**src/rtl/serial_addsub_if.sv**
```systemverilog
// Start/busy/done handshake and operand/result bundle for the serial add/subtract unit.
interface serial_addsub_if #(
    parameter int WIDTH = 16
) ();
    logic             start;
    logic [1:0]       op;
    logic [WIDTH-1:0] a;
    logic [WIDTH-1:0] b;
    logic             cin;
    logic             busy;
    logic             done;
    logic [WIDTH-1:0] result;
    logic             carry;
    logic             overflow;
    logic             zero;
    logic             negative;

    modport master (
        output start, op, a, b, cin,
        input  busy, done, result, carry, overflow, zero, negative
    );

    modport slave (
        input  start, op, a, b, cin,
        output busy, done, result, carry, overflow, zero, negative
    );
endinterface

```
**src/rtl/serial_addsub.sv**
```systemverilog
// Multi-cycle add/subtract: SLICE bits per clock, LSB slice first, ripple carry held
// in a register between slices; results and N/Z/C/V flags update only on completion.
module serial_addsub #(
    parameter int WIDTH = 16,
    parameter int SLICE = 4
) (
    input logic           clk,
    input logic           rst_n,
    serial_addsub_if.slave bus
);
    localparam int N  = WIDTH / SLICE;
    localparam int CW = (N > 1) ? $clog2(N) : 1;
    localparam logic [CW-1:0] LAST = CW'(N - 1);

    typedef enum logic {IDLE, RUN} state_t;

    state_t           state;
    logic [CW-1:0]    cnt;
    logic             cy;
    logic             busy_r;
    logic             done_r;
    logic [WIDTH-1:0] result_r;
    logic             carry_r;
    logic             overflow_r;
    logic             zero_r;
    logic             negative_r;

    logic [WIDTH-1:0] a_sh;
    logic [WIDTH-1:0] b_sh;
    logic [WIDTH-1:0] part;
    logic [WIDTH-1:0] part_nxt;
    logic [SLICE:0]   sum;
    logic             last;
    logic             accept;

    function automatic logic [SLICE:0] slice_add(input logic [SLICE-1:0] x,
                                                 input logic [SLICE-1:0] y,
                                                 input logic             c);
        return {1'b0, x} + {1'b0, y} + {{SLICE{1'b0}}, c};
    endfunction

    // SUB/SBB become addition of ~b; the initial carry supplies the +1 (or the borrow).
    function automatic logic carry_init(input logic [1:0] op, input logic ci);
        case (op)
            2'b00:   return 1'b0;
            2'b01:   return 1'b1;
            default: return ci;
        endcase
    endfunction

    assign sum    = slice_add(a_sh[SLICE-1:0], b_sh[SLICE-1:0], cy);
    assign last   = (cnt == LAST);
    assign accept = (state == IDLE) && bus.start;

    always_comb begin
        part_nxt = part;
        part_nxt[WIDTH-1 -: SLICE] = sum[SLICE-1:0];
    end

    // Operands shift right so the active slice always sits at bit 0; on the final
    // slice bit SLICE-1 of each holds the original MSB used by the overflow test.
    always_ff @(posedge clk) begin
        if (accept) begin
            a_sh <= bus.a;
            b_sh <= bus.op[0] ? ~bus.b : bus.b;
        end else if (state == RUN) begin
            a_sh <= a_sh >> SLICE;
            b_sh <= b_sh >> SLICE;
            part[int'(cnt) * SLICE +: SLICE] <= sum[SLICE-1:0];
        end
    end

    always_ff @(posedge clk or negedge rst_n) begin
        if (!rst_n) begin
            state      <= IDLE;
            cnt        <= '0;
            cy         <= 1'b0;
            busy_r     <= 1'b0;
            done_r     <= 1'b0;
            result_r   <= '0;
            carry_r    <= 1'b0;
            overflow_r <= 1'b0;
            zero_r     <= 1'b0;
            negative_r <= 1'b0;
        end else begin
            done_r <= 1'b0;
            case (state)
                IDLE: begin
                    if (bus.start) begin
                        state  <= RUN;
                        busy_r <= 1'b1;
                        cnt    <= '0;
                        cy     <= carry_init(bus.op, bus.cin);
                    end
                end
                RUN: begin
                    cy  <= sum[SLICE];
                    cnt <= cnt + CW'(1);
                    if (last) begin
                        state      <= IDLE;
                        busy_r     <= 1'b0;
                        done_r     <= 1'b1;
                        cnt        <= '0;
                        result_r   <= part_nxt;
                        carry_r    <= sum[SLICE];
                        overflow_r <= (a_sh[SLICE-1] == b_sh[SLICE-1]) &&
                                      (sum[SLICE-1] != a_sh[SLICE-1]);
                        zero_r     <= (part_nxt == '0);
                        negative_r <= sum[SLICE-1];
                    end
                end
                default: state <= IDLE;
            endcase
        end
    end

    assign bus.busy     = busy_r;
    assign bus.done     = done_r;
    assign bus.result   = result_r;
    assign bus.carry    = carry_r;
    assign bus.overflow = overflow_r;
    assign bus.zero     = zero_r;
    assign bus.negative = negative_r;
endmodule

```
**src/flat_wrapper.sv**
```systemverilog
// flat-port wrapper written by rule: the top's interface ports become plain ports
module serial_addsub_flat 
#(
    parameter int WIDTH = 16,
    parameter int SLICE = 4
)
  (clk, rst_n, bus_start, bus_op, bus_a, bus_b, bus_cin, bus_busy, bus_done, bus_result, bus_carry, bus_overflow, bus_zero, bus_negative);
  serial_addsub_if #(.WIDTH(WIDTH)) bus_i ();
  input logic clk;
  input logic rst_n;
  input wire logic [$bits(bus_i.start)-1:0] bus_start;
  input wire logic [$bits(bus_i.op)-1:0] bus_op;
  input wire logic [$bits(bus_i.a)-1:0] bus_a;
  input wire logic [$bits(bus_i.b)-1:0] bus_b;
  input wire logic [$bits(bus_i.cin)-1:0] bus_cin;
  output wire logic [$bits(bus_i.busy)-1:0] bus_busy;
  output wire logic [$bits(bus_i.done)-1:0] bus_done;
  output wire logic [$bits(bus_i.result)-1:0] bus_result;
  output wire logic [$bits(bus_i.carry)-1:0] bus_carry;
  output wire logic [$bits(bus_i.overflow)-1:0] bus_overflow;
  output wire logic [$bits(bus_i.zero)-1:0] bus_zero;
  output wire logic [$bits(bus_i.negative)-1:0] bus_negative;
  assign bus_i.start = bus_start;
  assign bus_i.op = bus_op;
  assign bus_i.a = bus_a;
  assign bus_i.b = bus_b;
  assign bus_i.cin = bus_cin;
  assign bus_busy = bus_i.busy;
  assign bus_done = bus_i.done;
  assign bus_result = bus_i.result;
  assign bus_carry = bus_i.carry;
  assign bus_overflow = bus_i.overflow;
  assign bus_zero = bus_i.zero;
  assign bus_negative = bus_i.negative;
  serial_addsub #(.WIDTH(WIDTH), .SLICE(SLICE)) u_core (.clk(clk), .rst_n(rst_n), .bus(bus_i));
endmodule
```
**config.mk**
```make
export PLATFORM = sky130hd
export DESIGN_NAME = serial_addsub_flat
export DESIGN_NICKNAME = d
export VERILOG_FILES = /design/src/rtl/serial_addsub_if.sv /design/src/rtl/serial_addsub.sv /design/src/flat_wrapper.sv
export SDC_FILE = /design/constraint.sdc
export NUM_CORES = 1
export LEC_CHECK = 0
export CAP_MARGIN = 20
export CORE_MARGIN = 2
export CORE_UTILIZATION = 40
export DETAILED_ROUTE_END_ITERATION = 12
export PLACE_DENSITY = 0.76
export SLEW_MARGIN = 10
export SYNTH_ARGS = -nofsm -noshare
export SYNTH_HDL_FRONTEND = slang
export SYNTH_SLANG_ARGS = --single-unit
```
**constraint.sdc**
```tcl
create_clock -name clk -period 2.45 [get_ports clk]
set_input_delay 0.49 -clock clk [delete_from_list [all_inputs] [get_ports clk]]
set_output_delay 0.49 -clock clk [all_outputs]
set_load 0.005 [all_outputs]
```
# After elaboration in Yosys (flattened, before gate mapping)
# Cells that the tools add are included.
# W data, S select, Z words.
[totals]
elab_cells = 56
ff_bits = 74
output_inout_bits = 22
input_bits = 38
[op_classes]
n_eq_ne = 6
n_reduce_logical = 8
bitwise = 3
shift = 2
add_sub_neg = 4
mux = 20
[op_table]
columns = ["operator", "count"]
rows = [
  ["$mux W16", 5],
  ["$neg A4 Y33", 1],
  ["$shift A4 B33 Y16 const A", 1],
  ["$shiftx A4 B33 Y16", 1],
  ["$bwmux W16", 1],
  ["$logic_not A16 Y1", 1],
  ["$not A16 Y16", 1],
  ["$pmux W1 S2", 4],
  ["$mux W1", 7],
  ["$reduce_and A2 Y1", 3],
  ["$add A4 B4 Y5", 1],
  ["$add A5 B1 Y5", 1],
  ["$mux W2", 2],
  ["$ne A2 B2 Y1 const B", 2],
  ["$pmux W2 S2", 1],
  ["$add A2 B1 Y2 const B", 1],
  ["$eq A2 B1 Y1 const B", 1],
  ["$eq A2 B2 Y1 const B", 1],
  ["$logic_and A1 B1 Y1", 2],
  ["$logic_not A2 Y1", 1],
  ["$not A1 Y1", 2],
  ["$reduce_bool A2 Y1", 1],
  ["$eq A1 B1 Y1", 1],
  ["$ne A1 B1 Y1", 1],
]

# Longest topological paths before layout
[logic_depth]
ltp_word = 4
depth_mapped = 7
depth_no_buf = 7

# Worst setup path after synthesis
# Ideal clock, no wire load.
[synth_path]
path_kind = "register to register"
start = "reg u_core.b_sh[0]"
end = "reg u_core.zero_r (netlist: u_core.bus.zero)"
n_path_buf = 0
t_arrival_ns = 1.825
required_ns = 2.329
path_slack_ns = 0.504
stages_incl_launch_ff = 7
cell_sequence = "edfxtp_1 > fa_1 > inv_1 > fa_1 > nor4b_1 > and4_1 > a22o_1"
[synth_between]
elab_chain_cells = 3
[synth_rtl]
columns = ["item", "line", "rtl"]
rows = [
  ["from (decl)", "serial_addsub.sv:29", "logic [WIDTH-1:0] b_sh;"],
  ["from (signal assigned)", "serial_addsub.sv:65", "b_sh <= bus.op[0] ? ~bus.b : bus.b;"],
  ["from (signal assigned)", "serial_addsub.sv:68", "b_sh <= b_sh >> SLICE;"],
  ["$add A4 B4 Y5", "serial_addsub.sv:39", "return {1'b0, x} + {1'b0, y} + {{SLICE{1'b0}}, c};"],
  ["$add A5 B1 Y5", "serial_addsub.sv:39", ""],
  ["$logic_not A16 Y1", "serial_addsub.sv:108", "zero_r <= (part_nxt == '0);"],
  ["to (signal assigned)", "serial_addsub.sv:108", ""],
  ["to (decl)", "serial_addsub.sv:25", "logic zero_r;"],
]
# No other way between the ends.
# A chain may end at the register's enable or synchronous reset.

# Worst setup path in the final report
# Ends and elaborated chain as after synthesis.

==> run_results.csv <==
group,metric,value,unit
finish,layout.nets,366,
worst_setup_path,required,2.69,ns
worst_setup_path,worst-path-buf-inv,1,
sta,worst_pin_slew,0.764,ns
sta,setup_tns,0,ns
logic_synthesis,synth_edf_count,44,
sta,fin_worst_skew,0.00679,ns
logic_synthesis,synth-xor-area-share,5.39,%
logic_synthesis,synth_top_area_share,42.8,%
worst_setup_path,worst_setup_path_end_kind,"flip-flop",
clocking,clk_latency,0.35,ns
logic_synthesis,synthSimpleGateAreaFrac,14.3,%
clocking,h-tree-depth,3,
clocking,cts_made_buffers,9,
sta,setup_viol,0,
clocking,ctsHoldBuffers,0,
sta,fmax,0.490,GHz
worst_setup_path,startpoint_type,"flip-flop",
worst_setup_path,path_common_cell,"fa_1",
min_path,hold_class,"flip-flop to flip-flop",
clocking,cts_buffer_depth,2,
die,rows,32,
drt,routedWlPerCell,12.0,um
logic_synthesis,synth.net_count,304,
logic_synthesis,syn_avg_cell_area,12.1,um2
power,p_leak,1.66,nW
worst_setup_path,critical-path-top-delay-family,"adder cells",
sta,drv_slew,0,
sta,hold_viol,0,
logic_synthesis,synth-seq-cells,69,
worst_setup_path,cp_slowest_cell,"fa_1",
drt,drc,0,
clocking,clock-sinks,69,
global_route,grt_pass1_vias,2022,
logic_synthesis,synth_area_leaders,"edfxtp_1 (43%), dfrtp_1 (20%), nand2_1 (7.1%)",
die,die_y,91.8,um
worst_setup_path,worstPathArrival,2.28,ns
die,die-area,8440,um2
logic_synthesis,synth-compound-area-share,5.03,%
logic_synthesis,synthAdderAreaFrac,4.54,%
flow_run,maxCapViolations,0,
placed_design,dpl.hpwl,3.63,mm
clocking,cts.clk_slew.worst_paths,0.07,ns
power,power_per_cell_area,1220,nW/um2
global_route,grt_pass1_wl,8.80,mm
clocking,post_cts_buffers,0,
logic_synthesis,ys_async_sr_fraction,36.2,%
drt,routed_via_density,4.58,
logic_synthesis,synth_top_area_cell,"edfxtp_1",
worst_setup_path,cpPeakStageDelay,0.47,ns
clocking,cts_tree,"yes",
logic_synthesis,synth_top_family_by_area,"simple AND/OR/NAND/NOR gates",
logic_synthesis,ys_types,34,
placed_design,gp_congestion,0.808,
logic_synthesis,yosysSeqAreaShare,63.1,%
worst_setup_path,worstPathMaxFanout,5,
global_route,grt_max_degree,41,
power,ir_worst_vdd,0.582,mV
drt,initialDrtViolationCount,73,
sta,grt_setup_unrepaired,"no",
die,core-area,7610,um2
die,dieWidth,91.8,um
logic_synthesis,ys_dominant_reg_cell,"edfxtp_1",
sta,slew_headroom,49.1,%
logic_synthesis,yosysWarnings,0,
sta,fin_crit_sh,83.4,%
finish,drive_above_1_share,11.5,%
clocking,clk_root_buffer_cell,"clkbuf_8",
drt,drtAntennaViolNets,0,
drt,wl,5.11,mm
die,start_util,40.6,%
drt,drt-pass1-iter-count,6,
logic_synthesis,muxShareOfSynthArea,4.70,%
global_route,overflow,0,
global_route,grt_util_all_layers,13.6,%
sta,fin_crit,2.04,ns
placed_design,port_buffers,59,
finish,antenna_cells,0,
finish,stdcell_count,425,
worst_setup_path,cp_cell_sequence,"fa_1 -> inv_1 -> fa_1 -> nor4b_1 -> and4_1 -> a22o_1",
drt,vias,1948,
worst_setup_path,worstSetupPathType,"flip-flop to flip-flop",
die,pin_count,60,
global_route,antenna_found_initial,0,
run_status,status,"complete, no violations",
clocking,cts_resized,0,
logic_synthesis,netlist_area,3090,um2
logic_synthesis,syn_inst,256,
finish,layout-area-overhead-vs-synth,30.2,%
placed_design,placedCellCount,409,
area by class of cell:
type	instances	area, um2
fillers	663	3590
well taps	102	128
multi-input cells	167	1050
repair buffers	63	621
clock inverters	3	46.3
clock buffers	13	201
flip-flops and latches	69	1950
inverters	8	30.0
worst min-delay path: cells and delay by family, from the launching register on:
kind	cells	cell delay (ns)
simple gates	1	0.05
compound gates	1	0.05
flops	1	0.34
logic make-up (layout without fill, tap and decap cells):
kind of cell / Yosys count / in the layout
and+or+nand+nor: 98 / 98
buffers and inverters: 20 / 87
muxes: 13 / 13
DFF: 69 / 69
adders and majority gates: 10 / 10
AOI/OAI and AO/OA: 27 / 27
xor gates and xnor gates: 19 / 19
report_power, final:
group	switching (W)	internal [W]	leakage, nW	total, W
sequential	0.000250	0.00190	0.787	0.00215
combinational	0.000837	0.000830	0.750	0.00167
clock	0.000422	0.000651	0.122	0.00107
cells in the mapped netlist (3+ instances only):
master	n
nand2_1	58
edfxtp_1	44
dfrtp_1	25
nor2_1	19
o21ai_0	19
xnor2_1	16
mux2_2	12
and2_1	8
ha_1	8
inv_1	8
clkbuf_1	7
buf_2	3
o31ai_1	3
xor2_1	3
final timing paths:
check	depth (start not counted)	to	slack, ns	from
setup / recovery	6	u_core.bus.zero	0.41	u_core.b_sh[0]
hold / removal	2	u_core.bus.overflow	0.48	u_core.bus.overflow
setup reg to reg	6	u_core.bus.zero	0.41	u_core.b_sh[0]
hold reg to reg	2	u_core.bus.overflow	0.48	u_core.bus.overflow
max in group asynchronous	2	u_core.bus.result[15]	1.70	rst_n
min in group asynchronous	2	u_core.bus.result[13]	0.51	rst_n
state kept, by name (all words and copies together) (netlist names), 2 cells and up:
| name | count |
|---|---|
| u_core.a_sh | 16 |
| u_core.b_sh | 16 |
| u_core.bus.result | 16 |
| u_core.cnt | 2 |
| u_core.part | 12 |
per-layer routing:
layer  routed length (um)  vias to the layer above  share of wire (%)  track usage, %
met1                 2200                      897                 43            15.1
met2                 2540                       54                 50            23.2
met3                  308                        8                6.0            6.41
li1                     -                      989                  -               -
met5                    0                        -                  0               0
met4                   68                        0                1.3            4.48
cell usage in the layout, fill, tap and decap left out, types with 2 or more instances in the layout:
cell type and count:
clkdlybuf4s50_1 59, fa_1 2, o21ai_0 19, nand2_1 58
xor2_1 3, edfxtp_1 44, clkbuf_8 11, ha_1 8
nor2_1 19, buf_4 4, inv_1 8, xnor2_1 16
o31ai_1 3, nor2b_1 2, clkbuf_16 2, or3_1 2
and2_1 8, dfrtp_1 25, mux2_2 12
stage by stage:
stage | area (um2) | hold WS (ns) | power, W | worst slack [ns] | utilization [%]
detailed placement | 3770 | 0.472 | 0.00387 | 0.328 | 49.6
finish | 4020 | 0.479 | 0.00489 | 0.408 | 52.8
CTS | 4020 | 0.488 | 0.00495 | 0.408 | 52.8
global route | 4020 | 0.508 | 0.00525 | 0.343 | 52.8
global placement | 3770 | 0.467 | 0.00380 | 0.366 | 49.6
floorplan | 3090 | 0.194 | 0.00319 | 0.504 | -
(Power assumes the default switching activity.)
